<file path="src/rtl/band_mixer.sv">
// Three-band gain/mix stage: {hp,bp,lp} beats in, one rounded and saturated sample out.
// Optional saturating clip counter built only when BAND_MIXER_CLIP_CNT_EN is defined.
module band_mixer #(
  parameter int DATA_WIDTH = 16,
  parameter int GAIN_WIDTH = 16,
  parameter int GAIN_FRAC  = 12
) (
  input  logic                         pi_clk,
  input  logic                         pi_arst_n,
  input  logic [3*DATA_WIDTH-1:0]      pi_data_tdata,
  input  logic                         pi_data_tvalid,
  output logic                         pi_data_tready,
  input  logic                         pi_data_tlast,
  output logic [DATA_WIDTH-1:0]        po_data_tdata,
  output logic                         po_data_tvalid,
  input  logic                         po_data_tready,
  output logic                         po_data_tlast,
  input  logic signed [GAIN_WIDTH-1:0] pi_gain_hp,
  input  logic signed [GAIN_WIDTH-1:0] pi_gain_bp,
  input  logic signed [GAIN_WIDTH-1:0] pi_gain_lp,
  input  logic                         pi_gain_load,
  output logic                         po_gain_pending,
  output logic                         po_clip,
  input  logic                         pi_clip_cnt_clr,
  output logic [15:0]                  po_clip_cnt
);

  localparam int DW = DATA_WIDTH;
  localparam int GW = GAIN_WIDTH;
  localparam int PW = DW + GW;
  localparam int AW = PW + 2;
  localparam logic signed [GW-1:0] UNITY   = GW'(2 ** GAIN_FRAC);
  localparam logic signed [AW-1:0] RND     = AW'(2 ** (GAIN_FRAC - 1));
  localparam logic signed [AW-1:0] SAT_MAX = AW'(2 ** (DW - 1) - 1);
  localparam logic signed [AW-1:0] SAT_MIN = ~SAT_MAX;

  typedef enum logic {G_IDLE, G_PEND} gain_state_e;

  // Handshake: a beat moves on a cycle where valid and ready are both high;
  // the whole pipeline advances together whenever the output slot can drain.
  logic en, accept, apply;
  assign en             = !po_data_tvalid || po_data_tready;
  assign pi_data_tready = en;
  assign accept         = pi_data_tvalid && en;

  gain_state_e state_q;
  logic frame_start_q;
  logic signed [GW-1:0] sh_hp_q, sh_bp_q, sh_lp_q;
  logic signed [GW-1:0] act_hp_q, act_bp_q, act_lp_q;
  logic signed [GW-1:0] eff_hp, eff_bp, eff_lp;

  // A fresh load on a frame-start accept wins over an older shadow value.
  assign apply = accept && frame_start_q && (pi_gain_load || state_q == G_PEND);

  always_comb begin
    eff_hp = act_hp_q;
    eff_bp = act_bp_q;
    eff_lp = act_lp_q;
    if (apply) begin
      eff_hp = pi_gain_load ? pi_gain_hp : sh_hp_q;
      eff_bp = pi_gain_load ? pi_gain_bp : sh_bp_q;
      eff_lp = pi_gain_load ? pi_gain_lp : sh_lp_q;
    end
  end

  always_ff @(posedge pi_clk or negedge pi_arst_n) begin
    if (!pi_arst_n) begin
      state_q       <= G_IDLE;
      frame_start_q <= 1'b1;
      sh_hp_q       <= UNITY;
      sh_bp_q       <= UNITY;
      sh_lp_q       <= UNITY;
      act_hp_q      <= UNITY;
      act_bp_q      <= UNITY;
      act_lp_q      <= UNITY;
    end else begin
      if (pi_gain_load) begin
        sh_hp_q <= pi_gain_hp;
        sh_bp_q <= pi_gain_bp;
        sh_lp_q <= pi_gain_lp;
      end
      if (apply) begin
        act_hp_q <= eff_hp;
        act_bp_q <= eff_bp;
        act_lp_q <= eff_lp;
        state_q  <= G_IDLE;
      end else if (pi_gain_load) begin
        state_q <= G_PEND;
      end
      if (accept) frame_start_q <= pi_data_tlast;
    end
  end

  assign po_gain_pending = (state_q == G_PEND);

  logic v1_q, v2_q, last1_q, last2_q, clip_q;
  logic signed [DW-1:0] b_hp_q, b_bp_q, b_lp_q;
  logic signed [GW-1:0] g_hp_q, g_bp_q, g_lp_q;
  logic signed [PW-1:0] p_hp_q, p_bp_q, p_lp_q;
  logic signed [AW-1:0] acc, shr;
  logic [DW-1:0] sample_d;
  logic sat_d;

  always_comb begin
    acc      = AW'(p_hp_q) + AW'(p_bp_q) + AW'(p_lp_q) + RND;
    shr      = acc >>> GAIN_FRAC;
    sample_d = shr[DW-1:0];
    sat_d    = 1'b0;
    if (shr > SAT_MAX) begin
      sample_d = SAT_MAX[DW-1:0];
      sat_d    = 1'b1;
    end else if (shr < SAT_MIN) begin
      sample_d = SAT_MIN[DW-1:0];
      sat_d    = 1'b1;
    end
  end

  always_ff @(posedge pi_clk or negedge pi_arst_n) begin
    if (!pi_arst_n) begin
      v1_q <= 1'b0; v2_q <= 1'b0; po_data_tvalid <= 1'b0;
      last1_q <= 1'b0; last2_q <= 1'b0; po_data_tlast <= 1'b0;
      b_hp_q <= '0; b_bp_q <= '0; b_lp_q <= '0;
      g_hp_q <= '0; g_bp_q <= '0; g_lp_q <= '0;
      p_hp_q <= '0; p_bp_q <= '0; p_lp_q <= '0;
      po_data_tdata <= '0;
      clip_q        <= 1'b0;
    end else if (en) begin
      v1_q    <= pi_data_tvalid;
      last1_q <= pi_data_tvalid && pi_data_tlast;
      b_hp_q  <= $signed(pi_data_tdata[3*DW-1:2*DW]);
      b_bp_q  <= $signed(pi_data_tdata[2*DW-1:DW]);
      b_lp_q  <= $signed(pi_data_tdata[DW-1:0]);
      g_hp_q  <= eff_hp;
      g_bp_q  <= eff_bp;
      g_lp_q  <= eff_lp;
      v2_q    <= v1_q;
      last2_q <= last1_q;
      p_hp_q  <= PW'(b_hp_q) * PW'(g_hp_q);
      p_bp_q  <= PW'(b_bp_q) * PW'(g_bp_q);
      p_lp_q  <= PW'(b_lp_q) * PW'(g_lp_q);
      po_data_tvalid <= v2_q;
      po_data_tlast  <= last2_q;
      po_data_tdata  <= sample_d;
      clip_q         <= v2_q && sat_d;
    end
  end

  assign po_clip = clip_q;

`ifdef BAND_MIXER_CLIP_CNT_EN
  logic [15:0] clip_cnt_q;
  always_ff @(posedge pi_clk or negedge pi_arst_n) begin
    if (!pi_arst_n) begin
      clip_cnt_q <= '0;
    end else if (pi_clip_cnt_clr) begin
      clip_cnt_q <= '0;
    end else if (po_data_tvalid && po_data_tready && clip_q && clip_cnt_q != 16'hFFFF) begin
      clip_cnt_q <= clip_cnt_q + 16'd1;
    end
  end
  assign po_clip_cnt = clip_cnt_q;
`else
  logic unused_clip_cnt_clr;
  assign unused_clip_cnt_clr = pi_clip_cnt_clr;
  assign po_clip_cnt         = '0;
`endif

endmodule

</file>
<file path="config.mk">
export PLATFORM = sky130hd
export DESIGN_NAME = band_mixer
export DESIGN_NICKNAME = d
export VERILOG_FILES = /design/src/rtl/band_mixer.sv
export SDC_FILE = /design/constraint.sdc
export NUM_CORES = 2
export LEC_CHECK = 0
export CAP_MARGIN = 20
export CORE_MARGIN = 2
export CORE_UTILIZATION = 60
export CTS_BUF_LIST = sky130_fd_sc_hd__clkbuf_16
export CTS_CLUSTER_SIZE = 14
export DETAILED_ROUTE_END_ITERATION = 8
export PLACE_DENSITY = 0.78
export SYNTH_ARGS = -nofsm -noshare
export SYNTH_HDL_FRONTEND = slang
export SYNTH_SLANG_ARGS = --single-unit
export TNS_END_PERCENT = 30
</file>
<file path="constraint.sdc">
create_clock -name pi_clk -period 7.7 [get_ports pi_clk]
set_input_delay 1.54 -clock pi_clk [delete_from_list [all_inputs] [get_ports pi_clk]]
set_output_delay 1.54 -clock pi_clk [all_outputs]
set_load 0.05 [all_outputs]
</file>
== Yosys cells after proc, flatten, opt, wreduce, memory -nomap -nowiden ==
Cells that the tools add are included.

* Output and inout port bits: 37
* Bits of input ports: 103
* Logic and storage cells: 54
* Flip-flop bits (word level): 313

* Reductions and logical operators: 9
* $lt $le $gt $ge: 2
* Mux-type cells: 12
* $add $sub $neg: 3
* Multipliers: 3

{| class="wikitable"
|+ Operators with widths
! cell !! count
|-
| 2-to-1 mux 16 bit || 8
|-
| multiplier 16 x 16 -> 32 bit || 3
|-
| adder 33 x 32 -> 34 bit || 1
|-
| adder 34 x 13 -> 34 bit, second input constant || 1
|-
| adder 32 x 32 -> 33 bit || 1
|-
| greater-than comparator 22 x 16 -> 1 bit, second input constant || 1
|-
| < comparator 22 x 16 -> 1 bit, second input constant || 1
|-
| logical AND 1 bit || 5
|-
| 2-to-1 mux 1 bit || 4
|-
| logical OR 1 bit || 2
|-
| nonzero test 2 bit || 1
|-
| zero test 1 bit || 1
|}

== Logic depth before layout (Yosys ltp) ==
* Depth after elaboration: 7
* Depth in mapped cells: 26
* Gate-level depth less buffers: 23

== Least setup slack after synthesis ==
No wires, ideal clock.

* Kind: reg2reg
* Start point: register g_bp_q[8]
* End point: register p_bp_q[24]
* Library setup time: 0.129 ns
* Cell stages (with the launch flop): 25
* Arrival: 6.194 ns
* Path buffers: 2
* Clock period less this slack: 6.322 ns
* Required time: 7.571 ns
* Setup slack: 1.378 ns
* Path through: dfrtp_1 -> clkbuf_1 -> clkbuf_1 -> nand2_1 -> fa_1 -> inv_1 -> fa_1 -> inv_1 -> fa_1 -> inv_1 -> fa_1 -> fa_1 -> inv_1 -> fa_1 -> inv_1 -> ha_1 -> a21oi_1 -> nand2_1 -> a211o_1 -> a41oi_1 -> o21ai_0 -> or4_1 -> a31oi_1 -> xor2_1 -> o21ai_1

* Longest elaborated chain between the ends: 1

{| class="wikitable"
|+ RTL lines
! item !! line !! RTL
|-
| start: declaration || 98 || <nowiki>logic signed [GW-1:0] g_hp_q, g_bp_q, g_lp_q;</nowiki>
|-
| start signal: assignment || 134 || <nowiki>g_bp_q <= eff_bp;</nowiki>
|-
| multiplier 16 x 16 -> 32 bit || 139 || <nowiki>p_bp_q <= PW'(b_bp_q) * PW'(g_bp_q);</nowiki>
|-
| end signal: assignment || 139 ||
|-
| end: declaration || 99 || <nowiki>logic signed [PW-1:0] p_hp_q, p_bp_q, p_lp_q;</nowiki>
|}

No other way between the ends.
A chain may end at the register's enable or synchronous reset.

== Worst setup path in the final report ==
* Start point: register g_hp_q[1]
* End point: register p_hp_q[28]

* Longest elaborated chain between the ends: 1

{| class="wikitable"
|+ RTL lines
! item !! line !! RTL
|-
| start: declaration || 98 ||
|-
| start signal: assignment || 133 || <nowiki>g_hp_q <= eff_hp;</nowiki>
|-
| multiplier 16 x 16 -> 32 bit || 138 || <nowiki>p_hp_q <= PW'(b_hp_q) * PW'(g_hp_q);</nowiki>
|-
| end signal: assignment || 138 ||
|-
| end: declaration || 99 ||
|}

No other way between the ends.

==> results.cfg <==
[run_status]
status = finished clean

[global_route]
overflow = 0
grt_first_pass_wirelength_um = 162300
grtUsageTotal_pct = 27.14
antenna_found_initial = 0
grt_start_max_net_pins = 173
grt_pass1_vias = 32330

[sta]
fmax_mhz = 140.6
whs_ns = 0.4702
fin_skew_ns = 0.02619
min_period_ns = 7.111
setup_ws_ns = 0.5895
slew_violations = 0
slew_headroom_pct = 31.89
fin_setup_tns_ns = 0
tightest_slew_ns = 1.018
finalHoldViolCount = 0
finalSetupViolations = 0
fin_crit_sh_pct = 92.34
rsz0062_at_grt = no

[place]
port_buffers = 122
hpwl_um = 75990
place.gp.congestion = 0.9130
place_ws_ns = 0.7156

[worst_setup_path]
path_common_cell = fa_1
critical_path_arrival_ns = 7.57
timing.rr.end = p_hp_q[28]
cp_slowest_cell = fa_1
r2r_start = g_hp_q[1]
critPathMaxStageDelay_ns = 0.92
endpoint = p_hp_q[28]
critPathLaunchType = register
cp-startpoint = g_hp_q[1]
worstSetupEndpointType = register
reg2reg_setup_slack_ns = 0.59
critical_path_class = register to register
cp_max_fo = 17
ff2ff_path_depth = 20
cp.required_ns = 8.16
crit_chain = nand2_1 -> inv_1 -> fa_1 -> fa_1 -> fa_1 -> fa_1 -> fa_1 -> inv_1 -> fa_1 -> inv_1 -> ha_1 -> nand2_1 -> nor3_1 -> nand4_1 -> a211oi_1 -> a211oi_1 -> a31oi_1 -> o21a_1 -> o21ai_0 -> a31o_2

[drt]
route.detailed.drc = 0
dr.pass1.iters = 6
initialDrtViolationCount = 1992
viasPerCell = 5.428
drt_wl_total_um = 94640
antenna_left = 0
wl_per_cell_um = 17.22
vias = 29830

[clocking]
insertion_delay_ns = 0.58
numCtsBuffers = 37
cts_resized = 0
clockBufferDepth = 3
clk_root_buffer_cell = clkbuf_16
cts_setup_buffers = 0
htree_levels = 2
path_clk_slew_ns = 0.06
cts_hold_buf = 0
clock-sinks = 313
cts_tree = yes

[yosys]
yosys_warnings = 0
ys_ff_latch = 313
syn_inst = 4489
synth_top_area_cell = fa_1
postSynthAreaPerCell_sq_um = 9.709
ys_seq_area_share_pct = 17.99
synth_ff_type = dfrtp_1
ys_top_cells_by_area = fa_1 (38%), dfrtp_1 (18%), ha_1 (8.8%)
ys_types = 75
synth-edff-count = 0
async_flop_share_pct = 100.0
synth.top_cell.area_share_pct = 37.53
netlist_area_sq_mm = 0.04359

[cells_and_area]
insertedDiodeCount = 0
n_fill_cell = 5688
drive_gt1_share_pct = 5.873
largestRegisters = p_bp_q (32), p_hp_q (32), p_lp_q (32)
area_delta_synth_final_pct = 7.398
fin_nets = 5745

[die]
die_width_um = 273.5
start_util_pct = 60.76
ios = 140
die_h_um = 273.5
die-area_sq_mm = 0.07481
fp-row-count = 98
coreArea_sq_mm = 0.07173

[job]
cap_violations = 0

[worst_hold_path]
min_path_type = register to register
## Yosys cell counts (3+ instances only)
cell,instances
a21oi_1,124
o21ai_1,4
and3_1,16
o2111ai_1,4
and2_1,376
clkbuf_1,147
xnor2_1,66
nor4_1,4
xor2_1,44
dfstp_2,7
nand3b_1,4
o41ai_1,3
and4_1,3
mux2_2,145
o21a_1,12
nand2b_1,30
a211oi_1,12
nand2_1,631
ha_1,308
o21ai_0,84
fa_1,817
nor2b_1,8
dfrtp_1,306
nor2_1,113
or3_1,10
a221o_1,10
nand4_1,9
nor3_1,22
o22ai_1,5
a31oi_1,11
a311o_1,3
o311a_1,3
a21o_1,42
nand3_1,23
a31o_2,7
buf_4,18
o31ai_1,7
o21bai_1,14
a211o_1,12
or2_2,6
inv_1,963
buf_1,11
## cell families after synthesis
kind of cell    Yosys count  share of synthesized area [%]
xor+xnor                110                          2.210
fa+ha+maj              1125                          46.37
buf+inv                1141                          10.00
simple gates           1267                          13.88
mux                     147                          3.792
other cells               1                       0.008604
flops                   313                          17.99
compound gates          385                          5.753
## routing by layer
metal  routed length (um)  up-vias  track usage [%]  share of wire (%)
met4                 2569        0            7.219                2.7
met5                    0        -                0                  0
li1                     -    13580                -                  -
met3                 6700      170            4.632                7.1
met2                46310      900            45.48                 49
met1                39070    15180            36.82                 41
## stage by stage
stage / utilization, % / std cells / cell area (sq um)
after floorplan: - / 4504 / 43640
after global placement: 63.53 / 5428 / 45570
after detailed placement: 63.53 / 5428 / 45570
after CTS: 65.26 / 5496 / 46810
after global routing: 65.26 / 5496 / 46810
final: 65.26 / 5496 / 46810
## critical path: cells and delay by family, from the launching register on
family,cells,cell delay [ns]
flops,1,0.74
compound gates,6,1.23
simple gates,4,0.88
buf+inv,3,0.25
fa+ha+maj,7,3.86
## layout make-up
cell class / instances / area, sq um / share of cell area, %
clock buffers: 38 / 950.9 / 2.031
clock inverters: 30 / 286.5 / 0.6121
inverters: 963 / 3622 / 7.738
multi-input cells: 3050 / 31450 / 67.18
flip-flops and latches: 313 / 7841 / 16.75
well taps: 950 / 1189 / 2.539
repair buffers: 152 / 1471 / 3.143
## placed cells by master (no fill, tap or decap), types with 11 or more instances in the layout
cell             instances
conb_1                  16
nor2_1                 113
o21ai_0                 84
a211o_1                 12
a31oi_1                 11
ha_1                   308
clkdlybuf4s50_1        120
buf_4                   28
and2_1                 376
nand2b_1                30
a21oi_1                124
nor3_1                  22
nand3_1                 23
mux2_2                 145
nand2_1                631
xor2_1                  44
dfrtp_1                306
and3_1                  16
inv_1                  970
clkbuf_16               38
xnor2_1                 66
o21bai_1                14
fa_1                   817
a21o_1                  42
o21a_1                  12
a211oi_1                12
## how the worst min path moves through the flow
| stage | endpoint | cells past startpoint | start | slack (ns) |
|---|---|---|---|---|
| final | frame_start_q | 2 | frame_start_q | 0.47 |
| after CTS | frame_start_q | 2 | frame_start_q | 0.47 |
| after floorplan | last2_q | 2 | last2_q | 0.44 |
| after detailed placement | frame_start_q | 2 | frame_start_q | 0.46 |
| after global placement | last2_q | 2 | last2_q | 0.46 |
| after global routing | frame_start_q | 2 | frame_start_q | 0.49 |
Power is not shown: default switching activity piles up to over one toggle a cycle in this logic, so the estimate is an artifact.
